**config.mk**
```make
export PLATFORM = sky130hd
export DESIGN_NAME = spi2wb_flat
export DESIGN_NICKNAME = d
export VERILOG_FILES = /design/src/rtl/spi2wb_if.sv /design/src/rtl/spi2wb.sv /design/src/flat_wrapper.sv
export SDC_FILE = /design/constraint.sdc
export NUM_CORES = 1
export LEC_CHECK = 0
export CAP_MARGIN = 20
export CORE_UTILIZATION = 56
export DETAILED_ROUTE_END_ITERATION = 6
export PLACE_DENSITY = 0.88
export REMOVE_ABC_BUFFERS = 1
export SYNTH_ARGS = -nofsm -noshare
export SYNTH_HDL_FRONTEND = slang
export SYNTH_SLANG_ARGS = --single-unit
```
**constraint.sdc**
```tcl
create_clock -name clk_i -period 2.4 [get_ports clk_i]
set_clock_uncertainty 0.15 [all_clocks]
set_input_delay 0.48 -clock clk_i [delete_from_list [all_inputs] [get_ports clk_i]]
set_output_delay 0.48 -clock clk_i [all_outputs]
set_load 0.01 [all_outputs]
```
**src/rtl/spi2wb_if.sv**
```systemverilog
// Wishbone classic byte-wide bus between the SPI target bridge (master)
// and an on-chip slave such as the pattern memory.
interface spi2wb_if;
    logic        cyc_o;
    logic        stb_o;
    logic        we_o;
    logic [22:0] adr_o;
    logic [7:0]  dat_o;
    logic [7:0]  dat_i;
    logic        ack_i;
    logic        err_i;

    modport master (output cyc_o, stb_o, we_o, adr_o, dat_o,
                    input  dat_i, ack_i, err_i);
    modport slave  (input  cyc_o, stb_o, we_o, adr_o, dat_o,
                    output dat_i, ack_i, err_i);
endinterface

```
**src/rtl/spi2wb.sv**
```systemverilog
// SPI mode-0 target that turns SRAM-style 0x02 WRITE / 0x03 READ commands
// into Wishbone classic byte cycles, with auto-incrementing bursts.
//
// state   | meaning
// --------+--------------------------------------------------------------
// IDLE    | ss_n high, waiting for select
// CMD     | shifting in the command byte
// ADDR    | shifting in 24 address bits (bit 23 dropped)
// WR_DATA | each completed byte becomes one Wishbone write
// RD_DATA | prefetched Wishbone reads are shifted out on miso
// IGNORE  | unknown command, miso held low, no bus traffic
module spi2wb (
    input  logic     clk_i,
    input  logic     rst_i,
    input  logic     sck,
    input  logic     mosi,
    input  logic     ss_n,
    output logic     miso,
    output logic     miso_oe,
    output logic     underrun,
    spi2wb_if.master wb
);
    typedef enum logic [2:0] {
        IDLE    = 3'd0,
        CMD     = 3'd1,
        ADDR    = 3'd2,
        WR_DATA = 3'd3,
        RD_DATA = 3'd4,
        IGNORE  = 3'd5
    } state_t;

    state_t      r_state;
    state_t      w_state_nxt;

    logic [2:0]  r_sck_s;
    logic [1:0]  r_mosi_s;
    logic [1:0]  r_ss_s;
    logic [4:0]  r_cnt;
    logic [6:0]  r_rx;
    logic        r_cmd_rd;
    logic [22:0] r_adr;
    logic        r_wr_pend;
    logic        r_rd_pend;
    logic [7:0]  r_wdat;
    logic [7:0]  r_rbuf;
    logic        r_rbuf_vld;
    logic        r_pf_arm;
    logic [7:0]  r_tx;
    logic [2:0]  r_tx_cnt;
    logic        r_cyc;
    logic        r_we;
    logic        r_drain;
    logic [22:0] r_wb_adr;
    logic [7:0]  r_wb_dat;
    logic        r_miso;
    logic        r_miso_oe;
    logic        r_underrun;

    logic        w_rise;
    logic        w_fall;
    logic        w_mosi;
    logic        w_ss_n;
    logic [7:0]  w_byte;
    logic        w_byte_done;
    logic        w_term;
    logic        w_issue_wr;
    logic        w_issue_rd;

    assign w_rise      = r_sck_s[1] & ~r_sck_s[2];
    assign w_fall      = ~r_sck_s[1] & r_sck_s[2];
    assign w_mosi      = r_mosi_s[1];
    assign w_ss_n      = r_ss_s[1];
    assign w_byte      = {r_rx, w_mosi};
    assign w_byte_done = w_rise && (r_cnt == 5'd0);
    assign w_term      = r_cyc && (wb.ack_i || wb.err_i);
    assign w_issue_wr  = r_wr_pend && !r_cyc && !w_ss_n;
    assign w_issue_rd  = r_rd_pend && !r_cyc && !w_ss_n;

    always_ff @(posedge clk_i) begin
        if (rst_i) r_state <= IDLE;
        else       r_state <= w_state_nxt;
    end

    always_comb begin
        w_state_nxt = r_state;
        if (w_ss_n) begin
            w_state_nxt = IDLE;
        end else begin
            case (r_state)
                IDLE:    w_state_nxt = CMD;
                CMD:     if (w_byte_done)
                             w_state_nxt = (w_byte == 8'h02 || w_byte == 8'h03) ? ADDR : IGNORE;
                ADDR:    if (w_byte_done)
                             w_state_nxt = r_cmd_rd ? RD_DATA : WR_DATA;
                default: w_state_nxt = r_state;
            endcase
        end
    end

    always_ff @(posedge clk_i) begin
        if (rst_i) begin
            r_sck_s    <= 3'b000;
            r_mosi_s   <= 2'b00;
            r_ss_s     <= 2'b11;
            r_cnt      <= 5'd7;
            r_rx       <= 7'd0;
            r_cmd_rd   <= 1'b0;
            r_adr      <= 23'd0;
            r_wr_pend  <= 1'b0;
            r_rd_pend  <= 1'b0;
            r_wdat     <= 8'd0;
            r_rbuf     <= 8'd0;
            r_rbuf_vld <= 1'b0;
            r_pf_arm   <= 1'b0;
            r_tx       <= 8'd0;
            r_tx_cnt   <= 3'd0;
            r_cyc      <= 1'b0;
            r_we       <= 1'b0;
            r_drain    <= 1'b0;
            r_wb_adr   <= 23'd0;
            r_wb_dat   <= 8'd0;
            r_miso     <= 1'b0;
            r_miso_oe  <= 1'b0;
            r_underrun <= 1'b0;
        end else begin
            r_sck_s    <= {r_sck_s[1:0], sck};
            r_mosi_s   <= {r_mosi_s[0], mosi};
            r_ss_s     <= {r_ss_s[0], ss_n};
            r_miso_oe  <= ~w_ss_n;
            r_underrun <= 1'b0;

            if (w_rise) r_rx <= w_byte[6:0];

            if (r_state == IDLE) begin
                r_cnt <= 5'd7;
            end else if (w_rise) begin
                if (r_cnt != 5'd0)     r_cnt <= r_cnt - 5'd1;
                else if (r_state == CMD) r_cnt <= 5'd23;
                else                   r_cnt <= 5'd7;
            end

            if (r_state == CMD && w_byte_done) r_cmd_rd <= w_byte[0];

            if (r_state == ADDR && w_rise) begin
                r_adr <= {r_adr[21:0], w_mosi};
                if (w_byte_done && r_cmd_rd) r_rd_pend <= 1'b1;
            end

            if (r_state == WR_DATA && w_byte_done) begin
                if (r_wr_pend || (r_cyc && !r_drain)) begin
                    r_underrun <= 1'b1;
                end else begin
                    r_wr_pend <= 1'b1;
                    r_wdat    <= w_byte;
                end
            end

            if (w_issue_wr) begin
                r_cyc     <= 1'b1;
                r_we      <= 1'b1;
                r_wb_adr  <= r_adr;
                r_wb_dat  <= r_wdat;
                r_adr     <= r_adr + 23'd1;
                r_wr_pend <= 1'b0;
            end else if (w_issue_rd) begin
                r_cyc     <= 1'b1;
                r_we      <= 1'b0;
                r_wb_adr  <= r_adr;
                r_adr     <= r_adr + 23'd1;
                r_rd_pend <= 1'b0;
            end

            // Next byte is fetched on the first rise of the current byte, leaving most of a byte time of slack.
            if (r_state != RD_DATA) begin
                r_miso   <= 1'b0;
                r_tx     <= 8'd0;
                r_tx_cnt <= 3'd0;
                r_pf_arm <= 1'b0;
            end else begin
                if (w_rise && r_pf_arm) begin
                    r_rd_pend <= 1'b1;
                    r_pf_arm  <= 1'b0;
                end
                if (w_fall) begin
                    if (r_tx_cnt == 3'd0) begin
                        r_tx_cnt <= 3'd7;
                        if (r_rbuf_vld) begin
                            r_miso     <= r_rbuf[7];
                            r_tx       <= {r_rbuf[6:0], 1'b0};
                            r_rbuf_vld <= 1'b0;
                            r_pf_arm   <= 1'b1;
                        end else begin
                            r_miso     <= 1'b0;
                            r_tx       <= 8'd0;
                            r_underrun <= 1'b1;
                        end
                    end else begin
                        r_miso   <= r_tx[7];
                        r_tx     <= {r_tx[6:0], 1'b0};
                        r_tx_cnt <= r_tx_cnt - 3'd1;
                    end
                end
            end

            if (w_term) begin
                r_cyc   <= 1'b0;
                r_we    <= 1'b0;
                r_drain <= 1'b0;
                if (!r_we && !r_drain && !w_ss_n) begin
                    r_rbuf     <= wb.err_i ? 8'h00 : wb.dat_i;
                    r_rbuf_vld <= 1'b1;
                end
            end

            // Deselect drops queued work; a cycle already on the bus is left to drain.
            if (w_ss_n) begin
                r_wr_pend  <= 1'b0;
                r_rd_pend  <= 1'b0;
                r_rbuf_vld <= 1'b0;
                if (r_cyc && !w_term) r_drain <= 1'b1;
            end
        end
    end

    assign wb.cyc_o = r_cyc;
    assign wb.stb_o = r_cyc;
    assign wb.we_o  = r_we;
    assign wb.adr_o = r_wb_adr;
    assign wb.dat_o = r_wb_dat;
    assign miso     = r_miso;
    assign miso_oe  = r_miso_oe;
    assign underrun = r_underrun;
endmodule

```
**src/flat_wrapper.sv**
```systemverilog
// flat-port wrapper written by rule: the top's interface ports become plain ports
module spi2wb_flat 
  (clk_i, rst_i, sck, mosi, ss_n, miso, miso_oe, underrun, wb_cyc_o, wb_stb_o, wb_we_o, wb_adr_o, wb_dat_o, wb_dat_i, wb_ack_i, wb_err_i);
  spi2wb_if wb_i ();
  input  logic clk_i;
  input  logic rst_i;
  input  logic sck;
  input  logic mosi;
  input  logic ss_n;
  output logic miso;
  output logic miso_oe;
  output logic underrun;
  output wire logic [$bits(wb_i.cyc_o)-1:0] wb_cyc_o;
  output wire logic [$bits(wb_i.stb_o)-1:0] wb_stb_o;
  output wire logic [$bits(wb_i.we_o)-1:0] wb_we_o;
  output wire logic [$bits(wb_i.adr_o)-1:0] wb_adr_o;
  output wire logic [$bits(wb_i.dat_o)-1:0] wb_dat_o;
  input wire logic [$bits(wb_i.dat_i)-1:0] wb_dat_i;
  input wire logic [$bits(wb_i.ack_i)-1:0] wb_ack_i;
  input wire logic [$bits(wb_i.err_i)-1:0] wb_err_i;
  assign wb_cyc_o = wb_i.cyc_o;
  assign wb_stb_o = wb_i.stb_o;
  assign wb_we_o = wb_i.we_o;
  assign wb_adr_o = wb_i.adr_o;
  assign wb_dat_o = wb_i.dat_o;
  assign wb_i.dat_i = wb_dat_i;
  assign wb_i.ack_i = wb_ack_i;
  assign wb_i.err_i = wb_err_i;
  spi2wb u_core (.clk_i(clk_i), .rst_i(rst_i), .sck(sck), .mosi(mosi), .ss_n(ss_n), .miso(miso), .miso_oe(miso_oe), .underrun(underrun), .wb(wb_i));
endmodule
```
==> flow_summary.toml, run 1 <==
[status]
run_status = "complete, but fails checks"
violations = "DRC"

[drt]
detailedRoute.firstIterationViolations = 429
detailroute.via_count = 4641
wl_per_cell_um = 16.5
routed_wirelength_mm = 12.6
ant_nets = 0
post-route-drc-count = 6
vias_per_cell = 6.10
detail_route.first_pass.iterations = 7

[critical_path]
worstSetupStartpointType = "flop"
beginning_of_the_worst_register_to_register_path = "u_core.r_wr_pend"
critPathRequiredTime_ns = 2.65
critPathCaptureType = "flop"
worst_ep_arrival_time_ns = 2.50
cp-startpoint = "u_core.r_wr_pend"
critPathMaxFanout = 15
critPathKind = "flop to flop"

[finish]
final_core_utilization_pct = 73.8
num_antenna_cells = 0
syn_to_final_growth_pct = 26.2
layout-drive-gt1-share_pct = 10.2
nets = 664

[floorplan]
row_count = 33
core_area_um2 = 8340
io-pin-count = 52
initial_utilization_pct = 58.4
die_area_um2 = 9080
chipWidth_um = 95.3
die_y_um = 95.3

[min_path]
worst_hold_startpoint = "rst_i"
hold_class = "primary input to flop"

[logic_synthesis]
per_instance_average_area_after_synthesis_um2 = 8.18
netlist_area_um2 = 4870
synthFlopType = "sky130_fd_sc_hd__dfxtp_1"
ys_warn_count = 0
synthTopCellsByCount = "129 x sky130_fd_sc_hd__nand2_1, 113 x sky130_fd_sc_hd__dfxtp_1, 73 x sky130_fd_sc_hd__a21oi_1, 52 x sky130_fd_sc_hd__nor2_1, 26 x sky130_fd_sc_hd__clkbuf_1"
synth_enable_flop_cells = 0
post-synth-top-count-cell = "sky130_fd_sc_hd__nand2_1"
synth_largest_type_area_fraction_pct = 46.4
yosysUniqueCellTypes = 63
seq_area_frac_synth_pct = 46.4
post_synth_inst_count = 596
async_set_or_reset_register_ratio_after_synthesis_pct = 0
ys_seq_elements = 113
synth_area_leader_cell = "sky130_fd_sc_hd__dfxtp_1"
post_synth_main_area_contributors = "sky130_fd_sc_hd__dfxtp_1 46%, sky130_fd_sc_hd__nand2_1 9.9%, sky130_fd_sc_hd__a21oi_1 7.5%"

[flow_run]
maxCapViolCount = 0

[grt]
globalRouteOverflowTotal = 0
number_of_antenna_violations_at_the_first_check_in_global_routing = 0
track_usage_pct = 29.3
grt_start_max_net_pins = 54
grt_pass1_wl_mm = 20.4
first_global_vias = 4352

[clock_tree]
worstSkewPairLatency_ns = 0.52
cts_tree = "done"
post_cts.repair.setup_buffers = 0
cts.sink_count = 113
htreeDepth = 4
numCtsBuffers = 17
clock_tree.buffer_depth = 2
cts_root_buffer = "sky130_fd_sc_hd__clkbuf_8"
post_cts.resized_instances = 0
cts.hold.buffers_added = 0
clk_pin_slew_worst_paths_ns = 0.05

[sta]
timing.final.hold_violations = 0
clock.fmax_mhz = 444
setup_viol_count_final = 0
rsz0062_at_grt = "no"
setup_total_negative_slack_ns = 0
timing_worst_slew_pin_value_ns = 0.641
timing_max_transition_violations_final = 0
final.min_clock_period_ns = 2.25
finalCritPeriodShare_pct = 93.8
max-slew-margin-rel_pct = 56.9

[power_and_ir_drop]
worst_ir_drop_vdd_mv = 0.491
p_per_cell_area_nw_per_um2 = 779
fin_total_pwr_mw = 4.79
cellLeakagePower_nw = 2.17

[place]
port_buffer_count = 51
routability_congestion = 0.915
detailed_place_hpwl_mm = 7.51
-- worst max-delay path, cell delays in order (launching register included) --
cell	delay, ns
sky130_fd_sc_hd__dfxtp_1	0.37
sky130_fd_sc_hd__nor2_2	0.44
sky130_fd_sc_hd__o211a_1	0.58
sky130_fd_sc_hd__o21a_1	0.18
sky130_fd_sc_hd__a21oi_1	0.06
sky130_fd_sc_hd__a311oi_1	0.34
-- path summary, 6_finish.rpt --
kind | to | slack [ns] | cells after the start
setup / recovery | u_core.r_adr[8] | 0.15 | 5
hold reg to reg | u_core.r_ss_s[1] | 0.28 | 1
setup reg to reg | u_core.r_adr[8] | 0.15 | 5
hold / removal | u_core.wb.dat_o[2] | 0.13 | 2
-- cell type report --
| type | instances | area, um^2 |
|---|---|---|
| Clock buffer | 21 | 459 |
| Sequential cell | 113 | 2260 |
| Tap cell | 105 | 131 |
| Timing Repair Buffer | 68 | 646 |
| Multi-Input combinational cell | 435 | 2410 |
| Fill cell | 523 | 2190 |
| Inverter | 9 | 33.8 |
| Clock inverter | 10 | 205 |
-- metrics by stage --
| stage | setup slack [ns] | cell area, um^2 | instances | hold slack [ns] |
|---|---|---|---|---|
| detailed placement | 0.0805 | 5490 | 730 | 0.262 |
| finish | 0.149 | 6150 | 761 | 0.133 |
| global placement | 0.188 | 5490 | 730 | 0.249 |
| floorplan | -0.321 | 4700 | 557 | 0.239 |
| CTS | 0.177 | 6150 | 761 | 0.117 |
| global route | 0.0147 | 6150 | 761 | 0.126 |
-- report_power, final --
part	switching (mW)	internal [mW]
Clock	0.846	1.97
Combinational	0.0481	0.0373
Sequential	0.00714	1.88
-- cells by family after synthesis --
kind of cell / synth area share (%)
simple gates: 27.5
compound gates: 17.5
flops: 46.4
buf+inv: 4.18
mux: 2.49
fa+ha+maj: 1.28
xor+xnor: 0.719
-- cells in the final DEF, fill, tap and decap left out, types with 3 or more instances in the layout --
cell                              netlist  routed
sky130_fd_sc_hd__a21oi_1               73      73
sky130_fd_sc_hd__dfxtp_1              113     113
sky130_fd_sc_hd__nand3_1               14      14
sky130_fd_sc_hd__inv_1                  9       9
sky130_fd_sc_hd__nand4_1                5       5
sky130_fd_sc_hd__nand2b_1               6       6
sky130_fd_sc_hd__nor2b_1                8       8
sky130_fd_sc_hd__a32oi_1                4       4
sky130_fd_sc_hd__a22oi_1                5       5
sky130_fd_sc_hd__buf_4                  2      16
sky130_fd_sc_hd__clkdlybuf4s50_1        0      50
sky130_fd_sc_hd__bufinv_16              0       6
sky130_fd_sc_hd__a31oi_1               13      13
sky130_fd_sc_hd__o21ai_0               17      17
sky130_fd_sc_hd__or2_2                  4       4
sky130_fd_sc_hd__nand2_1              129     129
sky130_fd_sc_hd__clkbuf_16              0      16
sky130_fd_sc_hd__nand3b_1              10      10
sky130_fd_sc_hd__or3_1                  4       4
sky130_fd_sc_hd__nor4_1                 6       6
sky130_fd_sc_hd__and2_1                 3       3
sky130_fd_sc_hd__nor3_1                 9       9
sky130_fd_sc_hd__a311oi_1               7       7
sky130_fd_sc_hd__mux2i_1               11      11
sky130_fd_sc_hd__clkbuf_8               0       4
sky130_fd_sc_hd__and3_1                 3       3
sky130_fd_sc_hd__ha_1                   5       5
sky130_fd_sc_hd__nor2_1                52      51
-- sequential cells by signal, indices dropped and copies added, names as in the netlist, named ones only --
register	flops
u_core.r_state	3
u_core.r_adr	23
u_core.r_tx	7
u_core.wb.we_o	1
u_core.wb.adr_o	23
u_core.r_rbuf_vld	1
u_core.wb.cyc_o	1
u_core.miso	1
u_core.r_rbuf	8
u_core.r_mosi_s	2
u_core.wb.dat_o	8
u_core.r_rd_pend	1
u_core.r_tx_cnt	3
u_core.r_pf_arm	1
u_core.miso_oe	1
u_core.r_cmd_rd	1
u_core.r_sck_s	3
u_core.r_cnt	5
u_core.r_rx	7
u_core.r_ss_s	2
u_core.r_wr_pend	1
u_core.underrun	1
u_core.r_wdat	8
-- layer usage --
layer  track usage [%]  wire length, um  up-vias
met5                 0                0        -
met4              15.2              372        0
met3              7.81              933       51
met2              48.2             6210      225
met1              35.1             5050     2185
li1                  -                -     2180
(Power assumes the default switching activity.)
==> run 2: changes to the inputs <==
ABC_AREA = 1   (was unset)
CORE_UTILIZATION = 57   (was 56)
PLACE_DENSITY = 0.89   (was 0.88)
SLEW_MARGIN = 10   (was unset)
==> flow_summary.toml, run 2 <==
[status]
run_status = "completed"

[critical_path]
worst_ep_arrival_time_ns = 2.52
critPathMaxFanout = 28
worstSetupStartpointType = "flop"
critPathRequiredTime_ns = 2.65
critPathKind = "flop to flop"
beginning_of_the_worst_register_to_register_path = "u_core.r_ss_s[1]"
cp-startpoint = "u_core.r_ss_s[1]"
critPathCaptureType = "flop"

[sta]
final.min_clock_period_ns = 2.28
clock.fmax_mhz = 439
setup_total_negative_slack_ns = 0
setup_viol_count_final = 0
timing.final.hold_violations = 0
timing_worst_slew_pin_value_ns = 0.616
finalCritPeriodShare_pct = 94.8
layout_setup_ws_ns = 0.124
timing_max_transition_violations_final = 0
rsz0062_at_grt = "no"
max-slew-margin-rel_pct = 58.8

[flow_run]
maxCapViolCount = 0

[grt]
track_usage_pct = 30.4
number_of_antenna_violations_at_the_first_check_in_global_routing = 0
first_global_vias = 4871
grt_start_max_net_pins = 33
globalRouteOverflowTotal = 0
grt_pass1_wl_mm = 21.9

[place]
placement.setup.worst_slack_ns = 0.329
port_buffer_count = 51
detailed_place_hpwl_mm = 8.24
place_area_um2 = 5640
routability_congestion = 0.865

[drt]
routed_wirelength_mm = 13.3
detailroute.via_count = 5120
vias_per_cell = 5.81
wl_per_cell_um = 15.0
ant_nets = 0
post-route-drc-count = 0
detail_route.first_pass.iterations = 5
detailedRoute.firstIterationViolations = 468

[power_and_ir_drop]
p_per_cell_area_nw_per_um2 = 739
cellLeakagePower_nw = 2.42
fin_total_pwr_mw = 4.62
worst_ir_drop_vdd_mv = 0.540

[logic_synthesis]
async_set_or_reset_register_ratio_after_synthesis_pct = 0
synth_simple_gate_area_share_pct = 27.6
synth-xor-area-share_pct = 0.516
synthFlopType = "sky130_fd_sc_hd__dfxtp_1"
netlist_area_um2 = 5090
seq_area_frac_synth_pct = 44.4
synth-compound-area-share_pct = 16.6
synth_enable_flop_cells = 0
ys_seq_elements = 113
ys_warn_count = 0
synth_area_leader_cell = "sky130_fd_sc_hd__dfxtp_1"
post_synth_main_area_contributors = "sky130_fd_sc_hd__dfxtp_1 44%, sky130_fd_sc_hd__nand2_1 12%, sky130_fd_sc_hd__a21oi_1 7.9%"
area_share_of_fa_ha_maj_cells_after_synthesis_pct = 1.23
post_synth_inst_count = 710
synth.area.mux_share_pct = 0
synthTopCellsByCount = "163 x sky130_fd_sc_hd__nand2_1, 113 x sky130_fd_sc_hd__dfxtp_1, 80 x sky130_fd_sc_hd__a21oi_1, 76 x sky130_fd_sc_hd__inv_1"
post-synth-top-count-cell = "sky130_fd_sc_hd__nand2_1"
synth_largest_type_area_fraction_pct = 44.4
main_combinational_cell_family_by_area_after_synthesis = "simple AND/OR/NAND/NOR gates"
yosysUniqueCellTypes = 37
per_instance_average_area_after_synthesis_um2 = 7.17

[clock_tree]
htreeDepth = 4
post_cts.repair.setup_buffers = 0
cts_root_buffer = "sky130_fd_sc_hd__clkbuf_8"
numCtsBuffers = 17
worstSkewPairLatency_ns = 0.52
clk_pin_slew_worst_paths_ns = 0.06
cts.hold.buffers_added = 0
cts.sink_count = 113
post_cts.resized_instances = 0
clock_tree.buffer_depth = 2
cts_tree = "done"

[finish]
filler_cell_count = 664
syn_to_final_growth_pct = 22.8
mostFrequentLayoutCells = "163 x sky130_fd_sc_hd__nand2_1, 113 x sky130_fd_sc_hd__dfxtp_1, 80 x sky130_fd_sc_hd__a21oi_1"
layout-drive-gt1-share_pct = 8.67
final_instance_area_um2 = 6250
final_common_cell = "sky130_fd_sc_hd__nand2_1"
num_antenna_cells = 0
nets = 780
final_core_utilization_pct = 72.0

[min_path]
hold_class = "primary input to flop"
worst_hold_startpoint = "rst_i"

[floorplan]
row_count = 34
io-pin-count = 52
chipWidth_um = 96.5
die_area_um2 = 9310
initial_utilization_pct = 58.7
die_y_um = 96.5
core_area_um2 = 8680
run 2: cell count changes after synthesis, sizes merged, moves of 7 or more:
cell,previous run,this run
nand2,129,167
nand3,14,55
o21ai,18,63
a31oi,13,5
clkbuf,26,16
nor2b,8,0
inv,9,83
a21oi,73,80
mux2i,11,0
nand4,5,12
nand3b,10,1
nor4,9,0
nor2,53,64
run 2: logic make-up (layout without fill, tap and decap cells):
group                    count (synthesis)  in the layout
buffers and inverters                  114            177
AND/OR/NAND/NOR                        315            315
XOR/XNOR                                 3              3
adder cells (fa/ha/maj)                  5              5
AO/OA/AOI/OAI                          160            160
flip-flops                             113            113
run 2: final cells by class:
class | instances | area [um^2] | share of cell area [%]
timing repair buffer | 62 | 588 | 9.41
sequential | 113 | 2260 | 36.2
clock buffer | 19 | 432 | 6.90
multi-input combinational | 483 | 2340 | 37.4
clock inverter | 13 | 185 | 2.96
tap | 108 | 135 | 2.16
inverter | 83 | 312 | 4.98
run 2: power by group:
part	switching [mW]	internal (mW)
sequential	0.0103	1.89
combinational	0.0607	0.0375
clock	0.908	1.71
total	0.979	3.64
run 2: routing by layer:
| layer | global-route usage (%) | vias to the layer above | wire (um) |
|---|---|---|---|
| li1 | - | 2426 | - |
| met1 | 36.9 | 2353 | 5370 |
| met2 | 49.6 | 274 | 6370 |
| met3 | 7.82 | 67 | 1050 |
| met4 | 15.4 | 0 | 466 |
| met5 | 0 | - | 0 |
run 2: worst max-delay path, stage by stage (launching register included):
cell and delay (ns):
sky130_fd_sc_hd__dfxtp_1 0.37, sky130_fd_sc_hd__inv_2 0.19, sky130_fd_sc_hd__nand3_4 0.21, sky130_fd_sc_hd__nand2_4 0.29, sky130_fd_sc_hd__inv_2 0.17, sky130_fd_sc_hd__nand2_4 0.25
sky130_fd_sc_hd__nand2_1 0.14, sky130_fd_sc_hd__o21ai_0 0.27, sky130_fd_sc_hd__a21oi_1 0.09
run 2: worst paths after layout:
kind,end,slack [ns],depth (start not counted)
max,u_core.r_adr[10],0.12,8
max reg2reg,u_core.r_adr[10],0.12,8
min,u_core.r_mosi_s[0],0.20,2
min reg2reg,u_core.r_mosi_s[1],0.25,2
run 2: per-stage QoR:
stage          hold WS [ns]  std cells
6_report              0.198        881
3_5_place_dp          0.245        849
2_1_floorplan         0.238        679
3_3_place_gp          0.240        849
5_1_grt               0.226        881
4_1_cts               0.188        881
==> patch 1, RTL diff (settings of run 1) <==
Reset style: asynchronous (`rst_i`), changed in 2 clocked blocks.
--- a/src/rtl/spi2wb.sv
+++ b/src/rtl/spi2wb.sv
@@ -77,5 +77,5 @@
     assign w_issue_rd  = r_rd_pend && !r_cyc && !w_ss_n;
 
-    always_ff @(posedge clk_i) begin
+    always_ff @(posedge clk_i or posedge rst_i) begin
         if (rst_i) r_state <= IDLE;
         else       r_state <= w_state_nxt;
@@ -98,5 +98,5 @@
     end
 
-    always_ff @(posedge clk_i) begin
+    always_ff @(posedge clk_i or posedge rst_i) begin
         if (rst_i) begin
             r_sck_s    <= 3'b000;
Behaviour: differs if rst_i is asserted again (counterexample within 4 cycles, from zero or initial values and one cycle with rst_i high); with rst_i held inactive, the same outputs for 10 cycles.
==> patch 1 against run 1 <==
Utilization decreased by 1.1 points; routed wire length shrank 2.7%; sequential share of layout area grew 7.1 points; register-to-register slack improved by 0.04 ns; design area is 5.0% higher; area after synthesis up 7.4%; sequential cell count unchanged; count of clock-buffer cells in the layout fell by 2; global-route usage fell by 2.1 points; worst setup slack better by 0.015 ns; die area up 7.2%.
Power is not compared: it rests on default switching activity, and its combinational part moved more than twofold at a synthesized area within 25%.
==> patch 1: results (changes against run 1) <==
Vias in the first global route - 4249 (was 4352)
Crit-path max cell delay - 0.55 ns (was 0.58 ns)
Full die area - 9740 um2 (was 9080 um2)
Drt wl/cell - 17.0 um (was 16.5 um)
Status - complete, no violations (was complete, but fails checks)
Largest net degree at the start of global routing - 35 (was 54)
Vias per cell - 5.98 (was 6.10)
Synth cell types - 62 (was 63)
Hold Crit Class - in2async (was in2reg)
FF/Latch Area - 2830 um2 (was 2260 um2)
Synth cell count leaders - 133 x nand2_1, 108 x dfrtp_1, 37 x a21oi_1 (was 129 x nand2_1, 113 x dfxtp_1, 73 x a21oi_1)
Final #Nets - 618 (was 664)
Sequential element share of the synthesized area - 54.1% (was 46.4%)
Fraction of area in non-clock buffers - 10.3% (was 10.5%)
Nonclk buf count - 70 (was 68)
Pre-CTS WS - 0.144 ns (was 0.0805 ns)
Cell area after layout - 6460 um2 (was 6150 um2)
Post-Layout Cell Count - 719 (was 761)
Placed cell count - 687 (was 730)
Routability cong. - 0.930 (was 0.915)
Placed inst area - 5860 um2 (was 5490 um2)
Initial DRC Count - 288 (was 429)
Slowest CP cell - clkdlybuf4s50_1 (was o211a_1)
Largest delay share family, worst path - buffers and inverters (was compound AO/OA/AOI/OAI gates)
Area of the multi-input gates - 2190 um2 (was 2410 um2)
Fillers - 562 (was 523)
Worst endpoint data arrival time - 1.61 ns (was 2.50 ns)
Synth top area cells - dfrtp_1 52%, nand2_1 9.5%, mux2_2 3.7% (was dfxtp_1 46%, nand2_1 9.9%, a21oi_1 7.5%)
Global-route wire length before repair - 20.6 mm (was 20.4 mm)
Crit Path Max Fanout - 9 (was 15)
Detailed placement HPWL - 7.65 mm (was 7.51 mm)
Worst Tran Pin Value - 0.731 ns (was 0.641 ns)
Synth Flop Type - dfrtp_1 (was dfxtp_1)
GRT Util Overall - 27.2% (was 29.3%)
Fraction of registers with async set/reset - 100% (was 0%)
Synth Instances - 541 (was 596)
Clock transition at path regs - 0.06 ns
[patch 1: changes by cell type after synthesis, moves of 9 or more]
cell             run 1  this run
dfrtp_1              0       108
clkbuf_1            26        12
nand3_1             14        26
mux2i_1             11         1
dfxtp_1            113         0
nand3b_1            10         0
mux2_2               1        17
nor2_1              52        26
a21oi_1             73        37
nor3_1               9        21
a31oi_1             13         4
[patch 1: worst paths after layout]
check / start / endpoint / slack, ns / depth (start not counted)
max: u_core.wb.cyc_o$_DFFE_PP0P_ / wb_cyc_o / 0.16 / 2
min: rst_i / u_core.wb.adr_o[8]$_DFFE_PP0P_ / 0.18 / 2
max reg2reg: u_core.r_adr[0]$_DFFE_PP0P_ / u_core.r_adr[18]$_DFFE_PP0P_ / 0.19 / 6
min reg2reg: u_core.r_ss_s[0]$_DFF_PP1_ / u_core.r_ss_s[1]$_DFF_PP1_ / 0.20 / 0
max in group asynchronous: rst_i / u_core.r_wdat[4]$_DFFE_PP0P_ / 1.33 / 3
min in group clk_i: u_core.r_ss_s[0]$_DFF_PP1_ / u_core.r_ss_s[1]$_DFF_PP1_ / 0.20 / 0
[patch 1: where the power goes]
part / switching, mW / internal, mW / leakage (nW)
logic: 0.128 / 0.0829 / 1.09
registers: 0.0446 / 1.95 / 1.54
clock network: 0.918 / 1.61 / 0.284
[patch 1: per-layer routing]
layer  share of wire, %  track usage, %
met5                  0               0
met4                2.9            14.2
met3                5.9            6.95
met2                 51            44.2
met1                 41            33.9
[patch 1: kinds of logic after synthesis]
group                    count (synthesis)  share of synthesized area [%]
adder cells (fa/ha/maj)                  5                           1.20
AND/OR/NAND/NOR                        258                           24.0
buffers and inverters                   41                           4.06
multiplexers                            19                           4.13
AO/OA/AOI/OAI                          105                           12.5
flip-flops                             113                           54.1
==> patch 2, RTL diff (config.mk and constraints of run 1) <==
Made on the original files. Re-encode `state_t` (6 states) as one-hot, 6 bits wide.
--- a/src/rtl/spi2wb.sv
+++ b/src/rtl/spi2wb.sv
@@ -21,11 +21,11 @@
     spi2wb_if.master wb
 );
-    typedef enum logic [2:0] {
-        IDLE    = 3'd0,
-        CMD     = 3'd1,
-        ADDR    = 3'd2,
-        WR_DATA = 3'd3,
-        RD_DATA = 3'd4,
-        IGNORE  = 3'd5
+    typedef enum logic [5:0] {
+        IDLE    = 6'b000001,
+        CMD     = 6'b000010,
+        ADDR    = 6'b000100,
+        WR_DATA = 6'b001000,
+        RD_DATA = 6'b010000,
+        IGNORE  = 6'b100000
     } state_t;
 
Formal check against the unedited RTL: same outputs for any inputs over 10 cycles, from zero or initial values and one cycle with rst_i high; not proved beyond that.
==> patch 2 against run 1 <==
Design area increased by 1.3%; worst setup slack got worse by 0.032 ns; sequential cell count increased by 3; total power decreased by 3.9%; sequential power increased by 3%; routed wire length decreased by 4.4%; largest cell class unchanged; non-clock buffer count increased by 6; worst hold slack got worse by 0.0092 ns; highest routed layer unchanged; fmax decreased by 1.4%; die area increased by 1.1%; area after synthesis increased by 1.1%.
==> patch 2: results (changes against run 1) <==
Fin Hold WS - 0.124 ns (was 0.133 ns)
Detailed placement HPWL - 7.61 mm (was 7.51 mm)
Met2 Track Usage GR - 47.0% (was 48.2%)
Synth top area cells - dfxtp_1 47%, nand2_1 9.4%, a21oi_1 7.6% (was dfxtp_1 46%, nand2_1 9.9%, a21oi_1 7.5%)
Placed inst area - 5620 um2 (was 5490 um2)
Area of the multi-input gates - 2430 um2 (was 2410 um2)
Multi-input comb cells - 439 (was 435)
Slew headroom - 58.0% (was 56.9%)
Crit Path Max Fanout - 12 (was 15)
Mux share of post-synthesis cell area - 2.03% (was 2.49%)
Synth Instances - 600 (was 596)
Share of layout cells above drive strength 1 - 11.5% (was 10.2%)
Nonclk buf count - 74 (was 68)
Clk pwr - 2.57 mW (was 2.81 mW)
Met1 Use GR - 34.3% (was 35.1%)
Crit-path max cell delay - 0.71 ns (was 0.58 ns)
Status - complete, no violations (was complete, but fails checks)
R2R depth - 6 (was 5)
Psw - 0.919 mW (was 0.901 mW)
Largest net degree at the start of global routing - 44 (was 54)
Drt wl/cell - 15.5 um (was 16.5 um)
VDD IR max - 0.553 mV (was 0.491 mV)
FF/Latch Area - 2320 um2 (was 2260 um2)
Compound-Gate Fraction of Synth Area - 19.0% (was 17.5%)
Adder-cell share of the synthesized area - 1.27% (was 1.28%)
Routability cong. - 0.965 (was 0.915)
Clock-cell share of area - 9.78% (was 10.8%)
Placed cell count - 746 (was 730)
Worst R2R End - u_core.r_adr[4]$_SDFFE_PP0P_ (was u_core.r_adr[8]$_SDFFE_PP0P_)
Vias in the first global route - 4407 (was 4352)
Met3 routed WL - 805 um (was 933 um)
Pre-CTS WS - 0.0994 ns (was 0.0805 ns)
Vias per cell - 5.92 (was 6.10)
Worst endpoint data arrival time - 2.58 ns (was 2.50 ns)
Fraction of area in non-clock buffers - 11.1% (was 10.5%)
-- patch 2: cell types whose count changed after synthesis, moves of 4 or more --
cell	before	now
nand2_1	129	123
nand3_1	14	22
a311oi_1	7	11
buf_2	7	3
-- patch 2: how the worst max path moves through the flow --
stage | startpoint | to | cells after the start
3_3_place_gp | wb_err_i | u_core.r_rbuf[0]$_SDFFE_PP0P_ | 5
6_report | u_core.r_state[5]$_SDFFE_PP0P_ | u_core.r_adr[4]$_SDFFE_PP0P_ | 6
4_1_cts | u_core.r_state[5]$_SDFFE_PP0P_ | u_core.r_adr[18]$_SDFFE_PP0P_ | 5
3_5_place_dp | wb_err_i | u_core.r_rbuf[1]$_SDFFE_PP0P_ | 5
5_1_grt | u_core.r_state[5]$_SDFFE_PP0P_ | u_core.r_adr[4]$_SDFFE_PP0P_ | 6
2_1_floorplan | u_core.wb.cyc_o$_SDFFE_PP0P_ | u_core.r_adr[21]$_SDFFE_PP0P_ | 5
